**src/rtl/fetch_pkg.sv**
```systemverilog
// Shared types for the fetch stage: FSM states and the IF/ID payload.
package fetch_pkg;
  localparam int DEF_ADDR_W  = 32;
  localparam int DEF_INSTR_W = 32;

  typedef enum logic [1:0] {S_IDLE, S_FETCH, S_HOLD, S_DRAIN} state_t;

  typedef struct packed {
    logic [DEF_INSTR_W-1:0] instr;
    logic [DEF_ADDR_W-1:0]  pc;
    logic [DEF_ADDR_W-1:0]  next_pc;
  } if_payload_t;
endpackage

```
**src/rtl/instr_fetch_unit_if.sv**
```systemverilog
// Instruction-memory request/ready bus between the fetch unit and memory.
interface instr_fetch_unit_if #(
  parameter int ADDR_W  = 32,
  parameter int INSTR_W = 32
);
  logic               imem_req;
  logic [ADDR_W-1:0]  imem_addr;
  logic               imem_ready;
  logic [INSTR_W-1:0] imem_rdata;

  modport master (output imem_req, imem_addr, input imem_ready, imem_rdata);
  modport slave  (input imem_req, imem_addr, output imem_ready, imem_rdata);
endinterface

```
**src/rtl/if_skid_buffer.sv**
```systemverilog
// One-entry payload register that parks a fetched instruction while decode is stalled.
module if_skid_buffer
  import fetch_pkg::*;
#(
  parameter type T = if_payload_t
) (
  input  logic clk,
  input  logic reset,
  input  logic load,
  input  logic unload,
  input  logic clear,
  input  T     din,
  output logic valid,
  output T     dout
);
  always_ff @(posedge clk) begin
    if (reset) begin
      valid <= 1'b0;
      dout  <= '0;
    end else begin
      if (clear)       valid <= 1'b0;
      else if (load)   valid <= 1'b1;
      else if (unload) valid <= 1'b0;
      if (load && !clear) dout <= din;
    end
  end
endmodule

```
**src/rtl/instr_fetch_unit.sv**
```systemverilog
// Fetch stage: handshakes with instruction memory, fills the IF/ID register,
// and holds the PC incrementer until each instruction is actually delivered.
module instr_fetch_unit
  import fetch_pkg::*;
#(
  parameter int ADDR_W   = DEF_ADDR_W,
  parameter int INSTR_W  = DEF_INSTR_W,
  parameter int MAX_WAIT = 16
) (
  input  logic                clk,
  input  logic                reset,
  input  logic [ADDR_W-1:0]   pc_in,
  input  logic [ADDR_W-1:0]   next_pc_in,
  output logic                stall_out,
  instr_fetch_unit_if.master  imem,
  input  logic                id_stall,
  input  logic                flush,
  output logic                if_valid,
  output logic [INSTR_W-1:0]  if_instr,
  output logic [ADDR_W-1:0]   if_pc,
  output logic [ADDR_W-1:0]   if_next_pc,
  output logic                fetch_err
);
  localparam int CW = $clog2(MAX_WAIT + 1);
  localparam logic [CW-1:0] WMAX = CW'(MAX_WAIT);

  typedef struct packed {
    logic [INSTR_W-1:0] instr;
    logic [ADDR_W-1:0]  pc;
    logic [ADDR_W-1:0]  next_pc;
  } payload_t;

  state_t            state, state_nxt;
  logic              ld_fetch, ld_skid, unload, skid_vld, waiting;
  logic [ADDR_W-1:0] addr_q;
  logic [CW-1:0]     wait_cnt;
  payload_t          fetch_data, skid_data;

  assign fetch_data = '{instr: imem.imem_rdata, pc: pc_in, next_pc: next_pc_in};

  always_ff @(posedge clk) begin
    if (reset) state <= S_IDLE;
    else       state <= state_nxt;
  end

  always_comb begin
    state_nxt      = state;
    imem.imem_req  = 1'b0;
    imem.imem_addr = '0;
    stall_out      = 1'b1;
    ld_fetch       = 1'b0;
    ld_skid        = 1'b0;
    unload         = 1'b0;
    case (state)
      S_IDLE: state_nxt = S_FETCH;
      S_FETCH: begin
        imem.imem_req  = 1'b1;
        imem.imem_addr = pc_in;
        // A flushed request that memory has not yet taken must still be drained.
        if (flush) state_nxt = imem.imem_ready ? S_FETCH : S_DRAIN;
        else if (imem.imem_ready) begin
          if (id_stall) begin
            ld_skid   = 1'b1;
            state_nxt = S_HOLD;
          end else begin
            ld_fetch  = 1'b1;
            stall_out = 1'b0;
          end
        end
      end
      S_HOLD: begin
        if (flush) state_nxt = S_FETCH;
        else if (!id_stall) begin
          unload    = 1'b1;
          stall_out = 1'b0;
          state_nxt = S_FETCH;
        end
      end
      S_DRAIN: begin
        imem.imem_req  = 1'b1;
        imem.imem_addr = addr_q;
        if (imem.imem_ready) state_nxt = S_FETCH;
      end
      default: state_nxt = S_IDLE;
    endcase
  end

  // Address of the request in flight; the incrementer may be redirected during a drain.
  always_ff @(posedge clk) begin
    if (reset)                 addr_q <= '0;
    else if (state == S_FETCH) addr_q <= pc_in;
  end

  if_skid_buffer #(.T(payload_t)) u_skid (
    .clk    (clk),
    .reset  (reset),
    .load   (ld_skid),
    .unload (unload),
    .clear  (flush),
    .din    (fetch_data),
    .valid  (skid_vld),
    .dout   (skid_data)
  );

  always_ff @(posedge clk) begin
    if (reset) begin
      if_valid   <= 1'b0;
      if_instr   <= '0;
      if_pc      <= '0;
      if_next_pc <= '0;
    end else if (flush) begin
      if_valid <= 1'b0;
    end else if (ld_fetch) begin
      if_valid   <= 1'b1;
      if_instr   <= fetch_data.instr;
      if_pc      <= fetch_data.pc;
      if_next_pc <= fetch_data.next_pc;
    end else if (unload) begin
      if_valid   <= 1'b1;
      if_instr   <= skid_data.instr;
      if_pc      <= skid_data.pc;
      if_next_pc <= skid_data.next_pc;
    end else if (!id_stall) begin
      if_valid <= 1'b0;
    end
  end

  assign waiting = imem.imem_req && !imem.imem_ready;

  always_ff @(posedge clk) begin
    if (reset) begin
      wait_cnt  <= '0;
      fetch_err <= 1'b0;
    end else begin
      if (imem.imem_ready)                 wait_cnt <= '0;
      else if (waiting && wait_cnt != WMAX) wait_cnt <= wait_cnt + 1'b1;
      if (waiting && wait_cnt == WMAX - 1'b1) fetch_err <= 1'b1;
    end
  end
endmodule

```
**src/flat_wrapper.sv**
```systemverilog
// flat-port wrapper written by rule: the top's interface ports become plain ports
module instr_fetch_unit_flat import fetch_pkg::*;
#(
  parameter int ADDR_W   = DEF_ADDR_W,
  parameter int INSTR_W  = DEF_INSTR_W,
  parameter int MAX_WAIT = 16
)
  (clk, reset, pc_in, next_pc_in, stall_out, id_stall, flush, if_valid, if_instr, if_pc, if_next_pc, fetch_err, imem_imem_req, imem_imem_addr, imem_imem_ready, imem_imem_rdata);
  instr_fetch_unit_if #(.ADDR_W(ADDR_W), .INSTR_W(INSTR_W)) imem_i ();
  input  logic clk;
  input  logic reset;
  input  logic [ADDR_W-1:0] pc_in;
  input  logic [ADDR_W-1:0] next_pc_in;
  output logic stall_out;
  input  logic id_stall;
  input  logic flush;
  output logic if_valid;
  output logic [INSTR_W-1:0] if_instr;
  output logic [ADDR_W-1:0] if_pc;
  output logic [ADDR_W-1:0] if_next_pc;
  output logic fetch_err;
  output wire logic [$bits(imem_i.imem_req)-1:0] imem_imem_req;
  output wire logic [$bits(imem_i.imem_addr)-1:0] imem_imem_addr;
  input wire logic [$bits(imem_i.imem_ready)-1:0] imem_imem_ready;
  input wire logic [$bits(imem_i.imem_rdata)-1:0] imem_imem_rdata;
  assign imem_imem_req = imem_i.imem_req;
  assign imem_imem_addr = imem_i.imem_addr;
  assign imem_i.imem_ready = imem_imem_ready;
  assign imem_i.imem_rdata = imem_imem_rdata;
  instr_fetch_unit #(.ADDR_W(ADDR_W), .INSTR_W(INSTR_W), .MAX_WAIT(MAX_WAIT)) u_core (.clk(clk), .reset(reset), .pc_in(pc_in), .next_pc_in(next_pc_in), .stall_out(stall_out), .imem(imem_i), .id_stall(id_stall), .flush(flush), .if_valid(if_valid), .if_instr(if_instr), .if_pc(if_pc), .if_next_pc(if_next_pc), .fetch_err(fetch_err));
endmodule
```
**config.mk**
```make
export PLATFORM = sky130hd
export DESIGN_NAME = instr_fetch_unit_flat
export DESIGN_NICKNAME = d
export VERILOG_FILES = /design/src/rtl/fetch_pkg.sv /design/src/rtl/instr_fetch_unit_if.sv /design/src/rtl/if_skid_buffer.sv /design/src/rtl/instr_fetch_unit.sv /design/src/flat_wrapper.sv
export SDC_FILE = /design/constraint.sdc
export NUM_CORES = 1
export LEC_CHECK = 0
export ABC_AREA = 1
export CAP_MARGIN = 20
export CORE_MARGIN = 4
export CORE_UTILIZATION = 34
export DETAILED_ROUTE_END_ITERATION = 12
export PLACE_DENSITY = 0.61
export SETUP_SLACK_MARGIN = 0.05
export SYNTH_ARGS = -nofsm -noshare
export SYNTH_HDL_FRONTEND = slang
export SYNTH_SLANG_ARGS = --single-unit
```
**constraint.sdc**
```tcl
create_clock -name clk -period 4.1 [get_ports clk]
set_input_delay 0.615 -clock clk [delete_from_list [all_inputs] [get_ports clk]]
set_output_delay 0.615 -clock clk [all_outputs]
set_load 0.005 [all_outputs]
```
Word level (Yosys, flattened, before mapping)
Index checks and enable logic that the tools add are counted.
Widths: inputs -> output; s select.
{"block": "op_classes", "n_eq_ne": 10, "addsub": 1, "reduce_logical": 13, "muxes": 33, "n_bitwise": 1}
{"cell": "$mux 32", "count": 6}
{"cell": "$pmux 32 s2", "count": 1}
{"cell": "$mux 1", "count": 17}
{"cell": "$mux 2", "count": 7}
{"cell": "$ne 3x3->1 const B", "count": 3}
{"cell": "$pmux 2 s4", "count": 1}
{"cell": "$reduce_or 2->1", "count": 3}
{"cell": "$add 5x1->5 const B", "count": 1}
{"cell": "$eq 5x4->1 const B", "count": 1}
{"cell": "$ne 5x5->1 const B", "count": 1}
{"cell": "$eq 2x2->1 const B", "count": 2}
{"cell": "$logic_and 1x1->1", "count": 4}
{"cell": "$reduce_and 4->1", "count": 1}
{"cell": "$ne 3x1->1 const B", "count": 1}
{"cell": "$eq 2x1->1 const B", "count": 1}
{"cell": "$logic_not 1->1", "count": 2}
{"cell": "$logic_not 2->1", "count": 1}
{"cell": "$ne 2x2->1 const B", "count": 1}
{"cell": "$pmux 1 s2", "count": 1}
{"cell": "$reduce_and 2->1", "count": 1}
{"cell": "$reduce_bool 2->1", "count": 1}
{"cell": "$not 1->1", "count": 1}
{"block": "word_totals", "elab_cells": 69, "regBits": 233}

Longest topological paths before layout
Gate-level depths: netlist (run 1).
{"block": "logic_depth", "word_depth": 6, "ltp_mapped": 12}

Modules after synthesis
From an unflattened synthesis (run 1), not the netlist that was laid out.
{"block": "hier_totals", "hier_cells": 1772, "hier_area_um2": 11289.6}
{"module": "instr_fetch_unit", "cells_per_inst": 1146, "n_inst": 1, "seq_area_each_um2": 2742.6, "area_each_um2": 7186.9}
{"module": "if_skid_buffer", "cells_per_inst": 626, "n_inst": 1, "seq_area_each_um2": 1941.9, "area_each_um2": 4102.7}

Least setup slack after synthesis (run 1)
OpenSTA, ideal clock, no wires.
{"block": "synth_timing", "path_type": "reg-to-output", "start": "reg u_core.state[0]", "end": "out imem_imem_addr[10]", "slack_ps": 2214, "path_stages_with_launch": 6, "t_arrival_ps": 1271, "path_buffers": 2, "path_cell_list": "dfxtp_1 ha_1 clkbuf_1 nor2_1 clkbuf_1 o21ai_0"}
{"block": "synth_between", "elab_chain_cells": 2}
{"element": "start, declared", "line_no": "instr_fetch_unit.sv:33", "rtl": "state_t state, state_nxt;"}
{"element": "start signal, assigned", "line_no": "instr_fetch_unit.sv:43", "rtl": "else state <= state_nxt;"}
{"element": "$eq 2x2->1 / $eq 2x1->1 (equally long branches)", "line_no": "instr_fetch_unit.sv:54", "rtl": "case (state)"}
{"element": "$pmux 32 s2 *", "line_no": "instr_fetch_unit.sv:54"}
{"element": "end, declared", "line_no": "flat_wrapper.sv:23", "rtl": "output wire logic [$bits(imem_i.imem_addr)-1:0] imem_imem_addr;"}
Mark *: on every way between the ends. The rest lies on a longest branch, timed or not.

Worst setup path after layout (run 1)
{"block": "layout_timing", "start": "reg u_core.state[0]", "end": "out imem_imem_addr[31]"}
The elaborated chain is that of the path after synthesis.

==> metrics.md, run 1 <==
| Metric | Value |
|---|---|
| Worst-path clk slew | around 60 ps |
| Routed wire per std cell | ~15 um |
| Final period util | 0.815 |
| DIE AREA | 33900 um^2 |
| CP max stage cell | clkdlybuf4s50_1 |
| Min Hold Slack | 457 ps |
| Syn_nets | 1683 |
| PostCTS Resize Cnt | 0 |
| Lkg Pwr | about 5.9 nW |
| Sink Count | between 200 and 250 |
| Core Area | 30600 um^2 |
| Most numerous cell in the Yosys netlist | nand2_1 |
| Worst Setup SP | u_core.state[0] |
| Die height | 184 um |
| Cell taking the most area after synthesis | dfxtp_1 |
| I/O Buffers | 232 |
| Worst min path class | reg -> reg |
| Starting density of the core | 0.345 |
| Launch point of the worst reg-to-reg path | u_core.state[1] |
| Post-synthesis area per instance | 6.70 um^2 |
| Maxcap violations | 0 |
| Post-synthesis xor/xnor area fraction | 0 |
| Top cells by count, synth | nand2_1 (419), nor2_1 (400), dfxtp_1 (233) |
| Startpoint types | flip-flop |
| Clk Latency, worst-skew pair | 520 ps |
| Least-Margin Pin Slew | between 1000 and 1500 ps |
| Wire length on met3 | 1840 um |
| Clock Tree Buf Depth | 3 |
| Fin crit period | about 3300 ps |
| Fmax | 299 MHz |
| FF-to-FF setup slack | 1170 ps |
| Yosys warning count | 0 |
| CP max FO | 33 |
| Final Hold Fails | 0 |
| CTS tree | built |
| Post-layout net count | about 1.8k |
| Worst setup path class | reg -> out |
| DP Cell Count | 2097 |
| Mapped Area | approximately 11000 um^2 |
| Top cells by area, synth | dfxtp_1 (44%), nand2_1 (15%), nor2_1 (14%), nand3b_1 (6.8%), o21ai_0 (6.2%) |
| Yosys cell types | 18 |
| Status | completed |
| Syn-to-layout area delta | 32.3% |
| Standard-cell row count | 64 |
| Post-Synth Adder-Cell Area | 0.00830 |
| Share of layout cells above drive strength 1 | 0.0417 |
| Drt first-iter violations | around 960 |
| DRC Markers | 0 |
| Initial antenna violation count | 2 |
| Post-synthesis sequential area ratio | 0.442 |
| Required @ worst endpoint | about 3500 ps |
| Initial DRT Pass Iterations | 6 |
| WL final | 33000 um |
| Via count | approximately 10k |
| Post-synth top area share | 0.442 |
| # IOs | approximately 230 |
| Final setup fails | 0 |
| CP Data Arrival Time | about 2700 ps |
| CP max stage delay | 580 ps |
| GRT overflow | 0 |
| Cells along the critical path | ha_1 -> buf_4 -> nor2_2 -> buf_4 -> o21ai_0 -> clkdlybuf4s50_1 |
| Async set-reset flop share out of synthesis | 0 |
| Largest net degree at the start of global routing | 193 |
| Main combinational cell family by area after synthesis | simple AND/OR/NAND/NOR gates |
| Synth Instances | 1575 |
| Sum Neg Setup Slack | 0 ps |
| Slew margin rel. | 0.312 |
| RSZ-0062 raised after global routing | false |
| CTS HTree Levels | 1 |
| Metal-1 WL | 15000 um |
| Max VDD drop | 0.284 mV |
| Predominant post-synthesis flop cell | dfxtp_1 |
| P per Cell Area | roughly 420 nW/um^2 |
| Worst Hold Launch | u_core.fetch_err |
| Multiplexer area fraction after synthesis | 0 |
| Top layer in use | met5 |
| Number of flops mapped to enable cells by yosys | 0 |
| DIE WIDTH | 184 um |
| Flops & latches, synth | between 200 and 250 |
| Vias per cell | 4.84 |
| Crit path capture type | primary output |
| Skew final | 9.09 ps |
| WL met2 | 15000 um |
| First-pass GRT wire length | between 50000 and 60000 um |
| Simple-gate portion of the synthesized area | 0.411 |
| Pins Over Slew Limit | 0 |
| GRT Util Overall | 0.187 |
| Placer Congestion | 0.784 |
| Cts hold-fix bufs | 0 |
| Synth Area in Compound Gates | 0.0801 |
| Hpwl dp | 19400 um |
| Remaining antenna violation count | 0 |
| Setup Buffers After CTS | 0 |
| Final core occ | 0.457 |
| Vias in the first global route | slightly below 10k |
| Fill cells | 3141 |
| Final std cells w/o fill | ~2.1k |
| CTS Buf Count | 27 |
| Root Driver | clkbuf_16 |
| Top cell by count, worst path | buf_4 |
flip-flops by register name (all words and copies together) (netlist names):
name,flops
u_core.fetch_err,1
u_core.if_valid,1
u_core.if_pc,32
u_core.u_skid.dout,96
u_core.if_next_pc,32
u_core.if_instr,32
u_core.state,2
u_core.addr_q,32
u_core.wait_cnt,5
cells in the final DEF, fill, tap and decap left out, drive strengths merged:
cell | Yosys | routed
nand4 | 2 | 2
clkdlybuf4s50 | 0 | 232
and2 | 1 | 1
clkbuf | 79 | 39
ha | 7 | 7
o21ai | 131 | 131
nand2 | 419 | 419
nor2 | 402 | 402
clkinv | 0 | 9
buf | 43 | 17
dfxtp | 233 | 233
nor3 | 1 | 1
nand3 | 102 | 102
inv | 21 | 20
nand3b | 96 | 96
bufinv | 0 | 2
a21oi | 38 | 38
diode | 0 | 1
final cells by class:
cell class / count / area (um^2) / share of cell area
multi-input cells: 1199 / 5310 / 0.380
flip-flops and latches: 233 / 4660 / 0.334
repair buffers: 249 / 2510 / 0.180
clock buffers: 39 / 801 / 0.0573
well taps: 396 / 495 / 0.0355
clock inverters: 10 / 104 / 0.00744
inverters: 21 / 85.1 / 0.00609
diodes: 1 / 2.50 / 0.000179
kinds of logic after synthesis:
logic type | count (synthesis)
AO/OA/AOI/OAI | 169
adder cells (fa/ha/maj) | 7
buffers and inverters | 143
flip-flops | 233
AND/OR/NAND/NOR | 1023
path summary, 6_finish.rpt:
kind | to | depth (start not counted)
max | imem_imem_addr[31] | 6
min | u_core.fetch_err | 2
max reg2reg | u_core.if_next_pc[27] | 10
min reg2reg | u_core.fetch_err | 2
critical path, delay by kind of cell, from the launching register on:
kind | cells | cell delay (ps)
buffers and inverters | 3 | 1200
DFF | 1 | 400
and+or+nand+nor | 1 | 70
AOI/OAI and AO/OA | 1 | 290
adders and majority gates | 1 | 230
routing by layer:
metal | vias up | GRT usage
met2 | 272 | 0.295
met3 | 63 | 0.0337
met4 | 2 | 0.0594
met5 | - | 0
met1 | 4743 | 0.260
li1 | 5314 | -
metrics by stage:
stage          setup WS, ps  total power, mW  instance area [um^2]
2_1_floorplan          2210             3.04                 10600
3_3_place_gp           1170             3.50                 13000
3_5_place_dp           1160             3.51                 13000
4_1_cts                 694             5.96                 13900
5_1_grt                 606             6.18                 14000
6_report                756             5.89                 14000
power by group:
group | internal [mW] | switching, mW | leakage, nW
Sequential | 2.40 | 0.0685 | 1.89
Combinational | 0.457 | 0.529 | 3.59
Clock | 1.47 | 0.956 | 0.455
Power figures use the tool's default switching activity.
==> run 2: changes to the inputs <==
Clock period 4.1 ns to 3.3 ns, I/O delays scaled along.
==> run 2 against run 1 <==
Effect of this change:
- global-route usage barely moved
- combinational power rose by 26%
- via count rose by 0.14%
- power rose by 25%
- sequential share of layout area fell by 0.19 points
- clock power rose by 24%
- core utilization rose by 0.26 points
- highest routed layer is now met4
==> metrics.md, run 2 (synthesized netlist as in run 1, its figures left out) <==
| Metric | Value |
|---|---|
| Startpoint types | flip-flop (unchanged) |
| Lkg Pwr | 5.95 nW (was 5.93 nW) |
| CP max FO | 18 (was 33) |
| Required @ worst endpoint | 2800 ps (was 3480 ps) |
| Share of layout cells above drive strength 1 | 0.0438 (was 0.0417) |
| Worst min path class | reg -> reg (unchanged) |
| R2R depth | 9 (was 10) |
| Largest net degree at the start of global routing | 98 (was 193) |
| GRT Util Overall | 0.187 (about the same) |
| Skew final | 6.43 ps (was 9.09 ps) |
| Standard-cell row count | 64 (unchanged) |
| Drt first-iter violations | 663 (was 962) |
| Min Hold Slack | 457 ps (about the same) |
| Pins Over Slew Limit | 0 (unchanged) |
| I/O Buffers | 232 (unchanged) |
| CP Data Arrival Time | 2480 ps (was 2730 ps) |
| Routed wire per std cell | 15.3 um (about the same) |
| FF-to-FF setup slack | 940 ps (was 1170 ps) |
| Final Hold Fails | 0 (unchanged) |
| Post-layout net count | 1845 (was 1839) |
| Hpwl dp | 20300 um (was 19400 um) |
| CTS HTree Levels | 1 (unchanged) |
| Setup ws final | 322 ps (was 756 ps) |
| Clk pwr share | 0.412 (was 0.413) |
| Biggest register | u_core.u_skid.dout (unchanged) |
| Most common cell after layout, fill and taps aside | nand2_1 (unchanged) |
| Fin crit period | 2980 ps |
| Most frequent cells in the layout | nand2_1 (417), nor2_1 (399), dfxtp_1 (233), clkdlybuf4s50_1 (232), o21ai_0 (131) (unchanged) |
| Crit path capture type | primary output (unchanged) |
| Status | completed (unchanged) |
| Core Area | 30600 um^2 (unchanged) |
| Tot Pwr | 7.33 mW (was 5.89 mW) |
| Maxcap violations | 0 (unchanged) |
| Sum Neg Setup Slack | 0 ps (unchanged) |
| GRT overflow | 0 (unchanged) |
| Sink Count | 233 (unchanged) |
| Launch point of the worst reg-to-reg path | u_core.state[1] (unchanged) |
| Sw power | 1.92 mW (was 1.55 mW) |
| Cell Int Power | 5.41 mW (was 4.33 mW) |
| Max VDD drop | 0.332 mV (was 0.284 mV) |
| # IOs | 233 (unchanged) |
| First-pass GRT wire length | 52800 um (about the same) |
| DRC Markers | 0 (unchanged) |
| Sw Ratio | 0.262 (was 0.264) |
| Vias in the first global route | 9665 (was 9628) |
| Fmax | 336 MHz |
| Slew margin rel. | 0.321 (was 0.312) |
| DP Cell Count | 2103 (was 2097) |
| DIE AREA | 33900 um^2 (unchanged) |
| Cts hold-fix bufs | 0 (unchanged) |
| CP Capture Point | imem_imem_addr[31] (unchanged) |
| DIE WIDTH | 184 um (unchanged) |
| RSZ-0062 raised after global routing | false (unchanged) |
| Share of power burned in registers | 0.419 (was 0.420) |
| Worst-path clk slew | 60 ps (about the same) |
| Area of the multi-input gates | 5310 um^2 (about the same) |
| Syn-to-layout area delta | 33.1% (was 32.3%) |
| Placer Congestion | 0.777 (was 0.784) |
| Final period util | 0.902 |
| Starting density of the core | 0.345 (unchanged) |
| Via count | 10.4k (about the same) |
| Die height | 184 um (unchanged) |
| Worst Setup SP | u_core.state[0] (unchanged) |
| Fill cells | 3099 (was 3141) |
| Final std cells w/o fill | 2153 (was 2148) |
| Storage cell area | 4660 um^2 (unchanged) |
| WL final | 32900 um (was 33000 um) |
| Least-Margin Pin Slew | 1020 ps (was 1030 ps) |
| Worst reg2reg path endpoint | u_core.if_pc[5] (was u_core.if_next_pc[27]) |
| Vias per cell | 4.83 (was 4.84) |
| Final setup fails | 0 (unchanged) |
| Pre-CTS setup slack | 554 ps (was 1160 ps) |
| Max FFs per register | 96 (unchanged) |
| Comb pwr share | 0.169 (was 0.167) |
| Initial DRT Pass Iterations | 5 (was 6) |
| P per Cell Area | 522 nW/um^2 (was 422 nW/um^2) |
| Clock Tree Buf Depth | 3 (unchanged) |
| Remaining antenna violation count | 0 (unchanged) |
| Clk Latency, worst-skew pair | 520 ps (about the same) |
| CTS Buf Count | 27 (unchanged) |
| Initial antenna violation count | 1 (was 2) |
| CTS tree | built (unchanged) |
| Worst setup path class | reg -> out (unchanged) |
| Root Driver | clkbuf_16 (unchanged) |
-- run 2: cell types whose count changed in the layout (fill, tap and decap cells not counted) --
cell | previous run | this run
ha_1 | 7 | 6
clkinv_4 | 1 | 0
clkinvlp_4 | 0 | 3
clkbuf_1 | 4 | 6
buf_12 | 3 | 6
clkinv_2 | 8 | 5
buf_4 | 13 | 16
clkbuf_8 | 8 | 5
bufinv_16 | 2 | 3
ha_2 | 0 | 1
-- run 2: worst max-delay path, stage by stage (launching register included) --
cell	delay (ps)
dfxtp_1	410
ha_2	350
buf_4	280
nand2_1	90
o21ai_0	270
clkdlybuf4s50_1	560
-- run 2: worst min-delay path by stage --
stage	startpoint	end	slack, ps	cells past startpoint
final	u_core.fetch_err	u_core.fetch_err	460	2
after detailed placement	u_core.fetch_err	u_core.fetch_err	450	2
after global placement	u_core.fetch_err	u_core.fetch_err	440	2
after floorplan	u_core.addr_q[31]	u_core.addr_q[31]	440	2
after global routing	u_core.addr_q[14]	u_core.addr_q[14]	480	2
after CTS	u_core.fetch_err	u_core.fetch_err	460	2
-- run 2: final cells by class --
type                            instances  share of cell area
Sequential cell                       233               0.332
Clock inverter                         10             0.00944
Tap cell                              396              0.0353
Inverter                               21             0.00606
Timing Repair Buffer                  255               0.184
Antenna cell                            1            0.000178
Multi-Input combinational cell       1199               0.378
Clock buffer                           38              0.0546
-- run 2: repair_timing --
item                       4_1_cts  5_1_grt
setup endpoints to repair        0        4
resized for setup                0        1
setup buffers                    0        0
-- run 2: metrics by stage --
stage               utilization  area [um^2]
finish                    0.459        14000
global route              0.459        14000
CTS                       0.458        14000
detailed placement        0.429        13100
global placement          0.429        13100
floorplan                     -        10600
-- run 2: power by group through the flow --
stage / Combinational, mW / Sequential, mW / Clock (mW)
global route: 1.38 / 3.09 / 3.23
floorplan: 0.651 / 3.12 / 0
detailed placement: 1.24 / 3.13 / 0
global placement: 1.23 / 3.13 / 0
finish: 1.24 / 3.07 / 3.02
CTS: 1.24 / 3.07 / 3.11
-- run 2: metal layers --
layer  vias up  part of all wire  track usage
met5         -                 0            0
met4         0             0.023       0.0429
met3        40             0.055       0.0324
met2       250              0.47        0.313
met1      4774              0.45        0.253
li1       5345                 -            -
==> patch, RTL diff (settings of run 1) <==
`DEF_INSTR_W`: 32 -> 16.
--- a/src/rtl/fetch_pkg.sv
+++ b/src/rtl/fetch_pkg.sv
@@ -2,5 +2,5 @@
 package fetch_pkg;
   localparam int DEF_ADDR_W  = 32;
-  localparam int DEF_INSTR_W = 32;
+  localparam int DEF_INSTR_W = 16;
 
   typedef enum logic [1:0] {S_IDLE, S_FETCH, S_HOLD, S_DRAIN} state_t;
Interface: changed (resized if_instr and imem_imem_rdata); port bits go from 233 to 201. The function was not compared with the original's and may differ.
==> patch against run 1 <==
- cell area is 12% lower
- non-clock buffer count decreased by 34
- sequential cell count fell by 32
- worst setup slack gained 0.014 ns
- die area down 10%
- power fell by 15%
- count of clock-buffer cells in the layout down 5
- wire length fell by 14%
- final cell count shrank 12%
- worst hold slack got worse by 0.0017 ns
- synthesized area fell by 11%
- largest cell class unchanged
- highest routed layer is now met4
==> patch: results (changes against run 1) <==
met3 global-route usage 3.20% (-0.17 points); I/O Buffers 200 (-14%); CTS resizes 0 (unchanged); M1 wire length 13,500 microns (-10%); CP endpoint imem_imem_addr[2]; CP Max Fanout 24 (-27%); ratio of cells with drive above 1 in the final layout 9.29% (+5.1 points); ys async rst share 0% (unchanged); number of global-route vias before repair 8,204 (-15%); met2 Usage GRT 28.9% (-0.60 points); hold_ws 0.456 ns (-0.00171 ns); H-tree depth 1 (unchanged); R2R setup slack 1.23 ns (+0.06 ns); Worst slew margin 32.3% (+1.1 points); net total in the final layout 1,596 (-13%); final cell count without fillers 1,890 (-12%); main area contributors after synthesis dfxtp_1 43%, nand2_1 15%, nor2_1 10%; Vias/cell 4.77 (-1.4%); first drt pass iteration count 5 (-1); initial antenna violation count 1 (-1); Crit Reg-Reg Endpoint u_core.if_pc[7]; clk_skew 0.0165 ns (+0.00738 ns); post-DP HPWL 17,000 microns (-12%); grt met1 use 24.9% (-1.1 points); most instantiated cells after synthesis 371 x nand2_1, 257 x nor2_1, 201 x dfxtp_1; critical path's largest stage delay 0.55 ns (-0.03 ns); reg2reg start u_core.state[0]; first-pass GRT wire length 45,600 microns (-14%); GPL Wtd Cong 0.762 (-2.8%); placed cells 1,850 (-12%); pre-CTS setup slack 1.06 ns (-0.101 ns); Mapped Cells 1,367 (-13%); Reg with most FFs u_core.u_skid.dout; P_leak 5.07 nW (-15%); Met2 Wirelength 13,100 microns (-13%); register area share after synthesis 42.6% (-1.6 points); Routed met3 length 1390 microns (-25%); total CTS buffers 24 (-11%); status finished, final reports clean; placed instance area 11,600 sq um (-11%); Tot GR Track Use 17.9% (-0.81 points); crit path time final 3.33 ns (-0.0141 ns); DRT iter0 DRCs 625 (-35%); final wirelength 28,500 microns (-14%); pin count of the biggest net entering global routing 88 (-54%); combinational power share 18.1% (+1.4 points); Mapped Nets 1,459 (-13%); Critical Path AT 2.71 ns (-0.02 ns); Pwr Density 409 nW/um^2 (-2.9%); FF-to-FF path depth 9 (-1); top sig layer met4; Largest register FFs 80 (-17%); Unique masters post-synth 24 (+6); Clock power frac 39.4% (-1.9 points); Pint 3.67 mW (-15%)
-- patch: cell type report --
cell class,count,area [sq um]
diodes,1,2.50
fillers,2782,14800
inverters,22,85.1
clock buffers,34,699
clock inverters,5,27.5
flip-flops and latches,201,4020
multi-input cells,1040,4830
repair buffers,215,2160
well taps,372,465
-- patch: cell families (layout without fill, tap and decap cells) --
family | Yosys count | count (layout) | synth area share (%)
simple gates | 881 | 881 | 41.8
flops | 201 | 201 | 42.6
compound gates | 152 | 152 | 8.06
buf+inv | 126 | 276 | 6.55
fa+ha+maj | 7 | 7 | 0.928
other cells | 0 | 1 | 0
-- patch: worst max-delay path: cells and delay by family, from the launching register on --
family	cells	cell delay, ns
DFF	1	0.42
buffers and inverters	2	0.94
adders and majority gates	1	0.45
and+or+nand+nor	1	0.11
AOI/OAI and AO/OA	1	0.26
